--- src/rtl/divider_pkg.sv ---
// Shared constants for the restoring divider: default quotient width, counter
// width and the sequencing FSM state encoding.
package divider_pkg;

    localparam int WIDTH = 8;
    localparam int CNT_W = $clog2(WIDTH);

    localparam logic [2:0] ST_IDLE  = 3'd0;
    localparam logic [2:0] ST_LOAD  = 3'd1;
    localparam logic [2:0] ST_CHECK = 3'd2;
    localparam logic [2:0] ST_ITER  = 3'd3;
    localparam logic [2:0] ST_DONE  = 3'd4;

endpackage

--- src/rtl/div_iter_counter.sv ---
// Iteration counter for the divider sequencer: counts ITER cycles and flags the
// final quotient bit, wrapping to zero after it.
module div_iter_counter
    import divider_pkg::*;
#(
    parameter int WIDTH = 8,
    parameter int CW    = $clog2(WIDTH)
) (
    input  logic          clk,
    input  logic          reset,
    input  logic          clear,
    input  logic          enable,
    output logic [CW-1:0] count,
    output logic          last
);

    logic [CW-1:0] count_q;
    logic [CW-1:0] count_d;

    assign last  = (count_q == CW'(WIDTH - 1));
    assign count = count_q;

    // Explicit wrap keeps non-power-of-two widths on the 0..WIDTH-1 range.
    always_comb begin
        count_d = count_q;
        if (clear) begin
            count_d = '0;
        end else if (enable) begin
            count_d = last ? '0 : count_q + 1'b1;
        end
    end

    always_ff @(posedge clk) begin
        if (reset) begin
            count_q <= '0;
        end else begin
            count_q <= count_d;
        end
    end

endmodule

--- src/rtl/divider_control.sv ---
// Sequencing FSM for the restoring divider: LOAD, zero-divisor CHECK, one ITER
// cycle per quotient bit, then a single-cycle DONE pulse.
module divider_control
    import divider_pkg::*;
#(
    parameter int WIDTH = divider_pkg::WIDTH
) (
    input  logic                     clk,
    input  logic                     reset,
    input  logic                     start,
    input  logic                     divisor_zero,
    input  logic                     sub_negative,
    output logic                     load_divisor,
    output logic                     load_dividend,
    output logic                     step,
    output logic                     write_rem,
    output logic                     busy,
    output logic                     done,
    output logic                     div_by_zero,
    output logic [$clog2(WIDTH)-1:0] iter_count
);

    localparam int CW = $clog2(WIDTH);

    logic [2:0] state_q;
    logic [2:0] state_d;
    logic       div_by_zero_q;
    logic       div_by_zero_d;
    logic       cnt_last;

    div_iter_counter #(
        .WIDTH (WIDTH),
        .CW    (CW)
    ) u_counter (
        .clk    (clk),
        .reset  (reset),
        .clear  (state_q == ST_LOAD),
        .enable (state_q == ST_ITER),
        .count  (iter_count),
        .last   (cnt_last)
    );

    // The error flag is cleared on leaving LOAD so it survives from DONE
    // until the next operation is accepted.
    always_comb begin
        state_d       = state_q;
        div_by_zero_d = div_by_zero_q;
        case (state_q)
            ST_IDLE: begin
                if (start) begin
                    state_d = ST_LOAD;
                end
            end
            ST_LOAD: begin
                state_d       = ST_CHECK;
                div_by_zero_d = 1'b0;
            end
            ST_CHECK: begin
                if (divisor_zero) begin
                    state_d       = ST_DONE;
                    div_by_zero_d = 1'b1;
                end else begin
                    state_d = ST_ITER;
                end
            end
            ST_ITER: begin
                if (cnt_last) begin
                    state_d = ST_DONE;
                end
            end
            ST_DONE: begin
                state_d = ST_IDLE;
            end
            default: begin
                state_d = ST_IDLE;
            end
        endcase
    end

    always_ff @(posedge clk) begin
        if (reset) begin
            state_q       <= ST_IDLE;
            div_by_zero_q <= 1'b0;
        end else begin
            state_q       <= state_d;
            div_by_zero_q <= div_by_zero_d;
        end
    end

    assign load_divisor  = (state_q == ST_LOAD);
    assign load_dividend = (state_q == ST_LOAD);
    assign step          = (state_q == ST_ITER);
    assign write_rem     = (state_q == ST_ITER) & ~sub_negative;
    assign busy          = (state_q == ST_LOAD) | (state_q == ST_CHECK) | (state_q == ST_ITER);
    assign done          = (state_q == ST_DONE);
    assign div_by_zero   = div_by_zero_q;

endmodule

--- config.mk ---
export PLATFORM = sky130hd
export DESIGN_NAME = divider_control
export DESIGN_NICKNAME = d
export VERILOG_FILES = /design/src/rtl/divider_pkg.sv /design/src/rtl/div_iter_counter.sv /design/src/rtl/divider_control.sv
export SDC_FILE = /design/constraint.sdc
export NUM_CORES = 1
export LEC_CHECK = 0
export BUFFER_PORTS_ARGS = -buffer_cell sky130_fd_sc_hd__buf_2
export CAP_MARGIN = 5
export CORE_AREA = 2 2 39 41
export DETAILED_ROUTE_END_ITERATION = 8
export DIE_AREA = 0 0 41 43
export REMOVE_ABC_BUFFERS = 1
export SLEW_MARGIN = 0
export SYNTH_ARGS = -nofsm -noshare
export SYNTH_HDL_FRONTEND = slang
export SYNTH_SLANG_ARGS = --single-unit
--- constraint.sdc ---
create_clock -name clk -period 2.6 [get_ports clk]
set_input_delay 0.78 -clock clk [delete_from_list [all_inputs] [get_ports clk]]
set_output_delay 0.78 -clock clk [all_outputs]
set_load 0.02 [all_outputs]
# Word level (Yosys, flattened, before mapping)

Cells that the tools add are included.

Bits in registers: 7
Input bits: 5
Output and inout port bits: 10
Word-level logic and storage cells: 28

$add $sub $neg: 1
Equality and inequality tests: 8
Mux-type cells: 7
Bitwise operators: 4
Reductions and logical operators: 5

Operator list:

| kind                  | number |
|---|---|
| $mux W3               | 4 |
| $pmux W3 S4           | 1 |
| $eq A3 B2 Y1 const B  | 2 |
| $eq A3 B3 Y1 const B  | 2 |
| $ne A2 B2 Y1 const B  | 2 |
| $reduce_and A2 Y1     | 2 |
| $add A3 B1 Y3 const B | 1 |
| $eq A3 B1 Y1 const B  | 1 |
| $logic_not A3 Y1      | 1 |
| $ne A2 B1 Y1 const B  | 1 |
| $or A1 B1 Y1          | 2 |
| $pmux W1 S2           | 1 |
| $reduce_bool A2 Y1    | 1 |
| $reduce_or A2 Y1      | 1 |
| $and A1 B1 Y1         | 1 |
| $mux W1               | 1 |
| $not A1 Y1            | 1 |

# Logic depth before layout (Yosys ltp)

Gate-level depths: netlist (run 1).

Depth in word-level cells: 3
Mapped depth: 5
Gate-level depth less buffers: 5

# Modules after synthesis

A second synthesis (run 1) with hierarchy kept.

Cell total of the unflattened synthesis: 41
Area total of the unflattened synthesis: 350.3 um^2

By module, submodules not included:

| module           | instances | cells an instance | area an instance (um^2) | seq. area each (um^2) |
|---|---|---|---|---|
| divider_control  | 1         | 29                | 207.7                   | 80.1 |
| div_iter_counter | 1         | 12                | 142.6                   | 60.1 |

# Worst setup path after synthesis (run 1)

OpenSTA, ideal clock, no wires.

Path kind: input to output
Start: in sub_negative
End: out write_rem
Arrival time: 1.073 ns
Data required time: 1.820 ns
Setup slack: 0.747 ns
Stages: 1
Cell sequence: nor2_1

Longest elaborated chain between the ends: 2

RTL lines:

| item               | RTL line              | RTL |
|---|---|---|
| start: declaration | divider_control.sv:12 | `input logic sub_negative,` |
| $not A1 Y1         | divider_control.sv:93 | `assign write_rem = (state_q == ST_ITER) & ~sub_negative;` |
| $and A1 B1 Y1      | divider_control.sv:93 |  |
| end: declaration   | divider_control.sv:16 | `output logic write_rem,` |

No other way between the ends.

# Worst setup path after layout (run 1)

Start: reg state_q[0]
End: out load_dividend

Longest elaborated chain between the ends: 1

RTL lines:

| item                     | RTL line              | RTL |
|---|---|---|
| start: declaration       | divider_control.sv:25 | `logic [2:0] state_q;` |
| start signal: assignment | divider_control.sv:85 | `state_q <= state_d;` |
| $eq A3 B1 Y1             | divider_control.sv:91 | `assign load_dividend = (state_q == ST_LOAD);` |
| end: declaration         | divider_control.sv:14 | `output logic load_dividend,` |

No other way between the ends.

==> results_dict.tcl, run 1 <==
set metrics [dict create \
    status "finished clean" \
    die_w_um 41 \
    synth_edf_count 0 \
    fillers 155 \
    cts_setup_buffers 0 \
    antenna_found_initial 0 \
    grt-busiest-layer "met2" \
    final_nets 64 \
    drt_wl_total_um 739 \
    cp_max_fo 10 \
    cts_inserted_buffers 3 \
    drive_gt1_share_pct 35.7 \
    grt_pass1_vias 292 \
    slowest_stage "dfxtp_1" \
    start_kind "flop" \
    final.min_clock_period_ns 2.08 \
    clock_skew_ns 0.00428 \
    tritoncts "done" \
    synth_cells 41 \
    h-tree-depth 1 \
    firstDrtPassIters 1 \
    yosysTopAreaCell "dfxtp_1" \
    power_density_mw_per_mm2 540 \
    path_clk_slew_ns 0.06 \
    worstSetupEndpointType "output port" \
    synth_top_area_share_pct 36.5 \
    yosys-top-cells-count "7 x dfxtp_1, 5 x nor2_1, 3 x inv_1, 3 x mux2i_1" \
    period_share_pct 80.0 \
    vias 327 \
    finalSetupViolCount 0 \
    critPathRequiredTime_ns 1.82 \
    synth_area_leaders "dfxtp_1 36%, mux2i_1 7.8%, ha_1 6.5%" \
    synth-async-reset-ratio_pct 0 \
    detail-route-antenna-nets 0 \
    finalPower_mw 0.256 \
    grtUsageTotal_pct 10.2 \
    power_frac_seq_pct 47.1 \
    ioPinCount 15 \
    worstHoldPathType "reg2reg" \
    fin_tns_setup_ns 0 \
    tightest_slew_ns 0.389 \
    irDropWorstVdd_uv 167 \
    yosysSeqAreaShare_pct 36.5 \
    cp.arrival_ns 1.30 \
    clock_path_buffers 2 \
    netlist-cell-type-count 23 \
    core_mm2 0.00138 \
    path_class "reg2out" \
    start_util_pct 27.8 \
    hold_viol 0 \
    fin_area_um2 474 \
    max_stage_delay_ns 0.54 \
    p_sw_mw 0.0696 \
    dp_hpwl_um 561 \
    switching_share_pct 27.2 \
    ctsResizeCount 0 \
    rows 14 \
    grt.met1_usage_pct 11.3 \
    maxSlewViolCount 0 \
    synth_area_um2 384 \
    grt.overflow.total 0 \
    clock-sinks 7 \
    root_buffer "clkbuf_4" \
    yosysWarnings 0 \
    drtIter0Drc 0 \
    slew_headroom_pct 74.0 \
    io_buffer_count 14 \
    fmax_ghz 0.481 \
    viasPerCell 4.54 \
    gp_congestion 0.717 \
    design.die.area_mm2 0.00176 \
    grt_max_degree 11 \
    p_int_mw 0.186 \
    drc 0 \
    area_growth_syn_to_layout_pct 23.5 \
    comb_power_share_pct 14.5 \
    cap_violations 0 \
    diodes 0 \
    synth_ff_type "dfxtp_1" \
    die_h_um 43 \
    grt_pass1_wl_mm 1.18 \
    post_dp_cell_area_um2 448 \
    use_met3_pct 3.14 \
    p_leak_nw 0.265 \
    holdBufCountCts 0 \
    ys_seq_elements 7 \
    grtUsageMet2_pct 15.0 \
    rsz0062_at_grt "no" \
    synthMostInstantiatedCell "dfxtp_1" \
    clkLatencyLatePin_ns 0.25 \
    wl_per_cell_um 10.3 \
    avgSynthCellArea_um2 9.37 \
    clkPwrFrac_pct 38.4 \
    crit_chain "nor3b_2 -> buf_2" \
]
-- power groups by stage --
stage               Combinational, mW  Sequential, mW  Clock [mW]
floorplan                      0.0241           0.122           0
global placement               0.0374           0.122           0
finish                         0.0371           0.121      0.0983
CTS                            0.0378           0.120       0.105
detailed placement             0.0377           0.123           0
global route                   0.0417           0.121       0.109
-- cell usage in the layout, fill, tap and decap left out, drive strengths merged --
master / Yosys / layout
a2111oi: 1 / 1
a211oi: 1 / 1
a21oi: 1 / 1
a31oi: 1 / 1
buf: 3 / 14
clkbuf: 0 / 4
dfxtp: 7 / 7
ha: 2 / 2
inv: 3 / 3
mux2i: 3 / 3
nand2: 1 / 1
nand3: 1 / 1
nand3b: 2 / 2
nor2: 5 / 5
nor2b: 2 / 2
nor3: 2 / 2
nor3b: 1 / 1
nor4b: 1 / 1
o21ai: 1 / 1
o21bai: 1 / 1
or2: 1 / 1
or3: 1 / 1
-- logic make-up (layout without fill, tap and decap cells) --
kind of cell    Yosys count  count (layout)  synth area share, %
compound gates            6               6                 10.4
fa+ha+maj                 2               2                 6.51
buf+inv                   6              21                 9.77
flops                     7               7                 36.5
mux                       3               3                 7.82
simple gates             17              17                 29.0
-- sequential cells by signal (all words and copies together) (netlist names) --
name / cells
u_counter.count: 3
state_q: 3
div_by_zero: 1
-- per-stage QoR --
stage / instances / util (%) / hold WS (ns) / setup WS (ns)
after CTS: 72 / 34.3 / 0.491 / 0.501
after global routing: 72 / 34.3 / 0.525 / 0.414
after floorplan: 38 / - / 0.514 / 0.693
final: 72 / 34.3 / 0.487 / 0.519
after global placement: 68 / 32.4 / 0.474 / 0.705
after detailed placement: 68 / 32.4 / 0.483 / 0.694
-- final cells by class --
type | count | area, um2 | area share, %
inverter | 3 | 11.3 | 2.37
tap | 16 | 20.0 | 4.22
clock buffer | 4 | 26.3 | 5.54
sequential | 7 | 140 | 29.6
multi-input combinational | 28 | 206 | 43.5
timing repair buffer | 14 | 70.1 | 14.8
-- worst paths after layout --
path	start	end	slack (ns)	depth (start not counted)
setup reg to reg	u_counter.count[0]$_SDFFE_PP0N_	u_counter.count[0]$_SDFFE_PP0N_	1.31	4
hold / removal	div_by_zero$_SDFFE_PP0P_	div_by_zero$_SDFFE_PP0P_	0.49	2
setup / recovery	state_q[0]$_SDFFE_PP0P_	load_dividend	0.52	2
hold reg to reg	div_by_zero$_SDFFE_PP0P_	div_by_zero$_SDFFE_PP0P_	0.49	2
-- critical path, delay by kind of cell, from the launching register on --
family,cells,cell delay (ns)
buf+inv,1,0.21
flops,1,0.54
simple gates,1,0.31
-- per-layer routing --
metal  up-vias  share of wire, %
li1        173                 -
met1       144                45
met2        10                46
met3         0               8.8
met4         0                 0
met5         -                 0
Note: power is estimated with default switching activity, not from simulation.
==> run 2: changes to the inputs <==
clock period = 2.1 ns   (was 2.6 ns; I/O delays follow)
==> results_dict.tcl, run 2 (synthesized netlist as in run 1, its figures left out) <==
set metrics [dict create \
    cts_inserted_buffers 3 \
    clkLatencyLatePin_ns 0.25 \
    fillers 143 \
    finalSetupViolCount 0 \
    h-tree-depth 1 \
    dp_hpwl_um 546 \
    status "finished clean" \
    antenna_found_initial 0 \
    final_nets 64 \
    rsz0062_at_grt "no" \
    die_h_um 43 \
    slew_headroom_pct 75.0 \
    path_class "reg2out" \
    vias 326 \
    min_from "div_by_zero$_SDFFE_PP0P_" \
    final.min_clock_period_ns 1.90 \
    die_w_um 41 \
    post-route-util_pct 34.3 \
    grtUsageTotal_pct 10.1 \
    root_buffer "clkbuf_4" \
    ctsResizeCount 0 \
    hold_viol 0 \
    cp.arrival_ns 1.27 \
    io_buffer_count 14 \
    wl_per_cell_um 10.1 \
    holdBufCountCts 0 \
    worst_r2r_path_depth 4 \
    clock_path_buffers 2 \
    grt_pass1_wl_mm 1.12 \
    core_mm2 0.00138 \
    clock_skew_ns 0.00517 \
    area_growth_syn_to_layout_pct 23.5 \
    regArea_um2 140 \
    critPathRequiredTime_ns 1.47 \
    power_density_mw_per_mm2 664 \
    ioPinCount 15 \
    period_share_pct 90.3 \
    hold_depth 2 \
    grt_pass1_vias 282 \
    fin_area_um2 474 \
    irDropWorstVdd_uv 250 \
    hold_end "div_by_zero$_SDFFE_PP0P_" \
    p_leak_nw 0.265 \
    start_util_pct 27.8 \
    layout_common_cells "14 x buf_2, 7 x dfxtp_1, 5 x nor2_1" \
    drt_wl_total_um 728 \
    cap_violations 0 \
    diodes 0 \
    grt_max_degree 11 \
    worstHoldPathType "reg2reg" \
    start_kind "flop" \
    r2r_slack_ns 0.81 \
    drc 0 \
    drtIter0Drc 1 \
    multiInputGateArea_um2 206 \
    detail-route-antenna-nets 0 \
    grt.overflow.total 0 \
    drive_gt1_share_pct 35.7 \
    tightest_slew_ns 0.374 \
    path_clk_slew_ns 0.05 \
    r2r-end "u_counter.count[0]$_SDFFE_PP0N_" \
    design.die.area_mm2 0.00176 \
    tritoncts "done" \
    maxSlewViolCount 0 \
    dpl.cell_count 68 \
    cts_setup_buffers 0 \
    startpoint "state_q[0]$_SDFFE_PP0P_" \
    viasPerCell 4.53 \
    fmax_ghz 0.528 \
    clock-sinks 7 \
    stdcell_count 72 \
    gp_congestion 0.696 \
    fin_tns_setup_ns 0 \
    rows 14 \
    firstDrtPassIters 2 \
    post_dp_cell_area_um2 448 \
    cp_max_fo 10 \
    rr_startpoint "u_counter.count[0]$_SDFFE_PP0N_" \
    final_common_cell "buf_2" \
    worstSetupEndpointType "output port" \
]
## run 2: how the worst max path moves through the flow
stage | endpoint | slack [ns] | cells after the start
after floorplan | load_dividend | 0.34 | 1
after global placement | load_dividend | 0.50 | 2
after detailed placement | load_divisor | 0.46 | 2
after CTS | load_divisor | 0.18 | 2
after global routing | load_divisor | 0.11 | 2
final | load_dividend | 0.20 | 2
## run 2: worst max-delay path, stage by stage (launching register included)
cell     delay [ns]
dfxtp_1        0.52
nor3b_2        0.30
buf_2          0.21
## run 2: cell type report
cell class / count / area share (%)
Sequential cell: 7 / 29.6
Tap cell: 16 / 4.22
Timing Repair Buffer: 14 / 14.8
Inverter: 3 / 2.37
Clock buffer: 4 / 5.54
Multi-Input combinational cell: 28 / 43.5
## run 2: per-stage QoR
step	hold slack, ns	power, mW	setup WS (ns)
finish	0.481	0.315	0.204
global placement	0.480	0.198	0.497
global route	0.533	0.334	0.107
detailed placement	0.480	0.198	0.459
CTS	0.488	0.324	0.183
floorplan	0.514	0.181	0.343
## run 2: where the power goes
group | total, mW | leakage (nW) | switching, mW | internal [mW]
registers | 0.149 | 0.0568 | 0.0108 | 0.138
clock network | 0.120 | 0.0150 | 0.0475 | 0.0724
logic | 0.0465 | 0.193 | 0.0259 | 0.0205
## run 2: layer usage
layer  up-vias  wire length (um)  share of wire [%]  global-route usage [%]
li1        175                 -                  -                       -
met3         0                68                9.3                    6.28
met5         -                 0                  0                       0
met1       139               342                 47                    9.68
met2        12               318                 44                    14.4
met4         0                 0                  0                    8.00
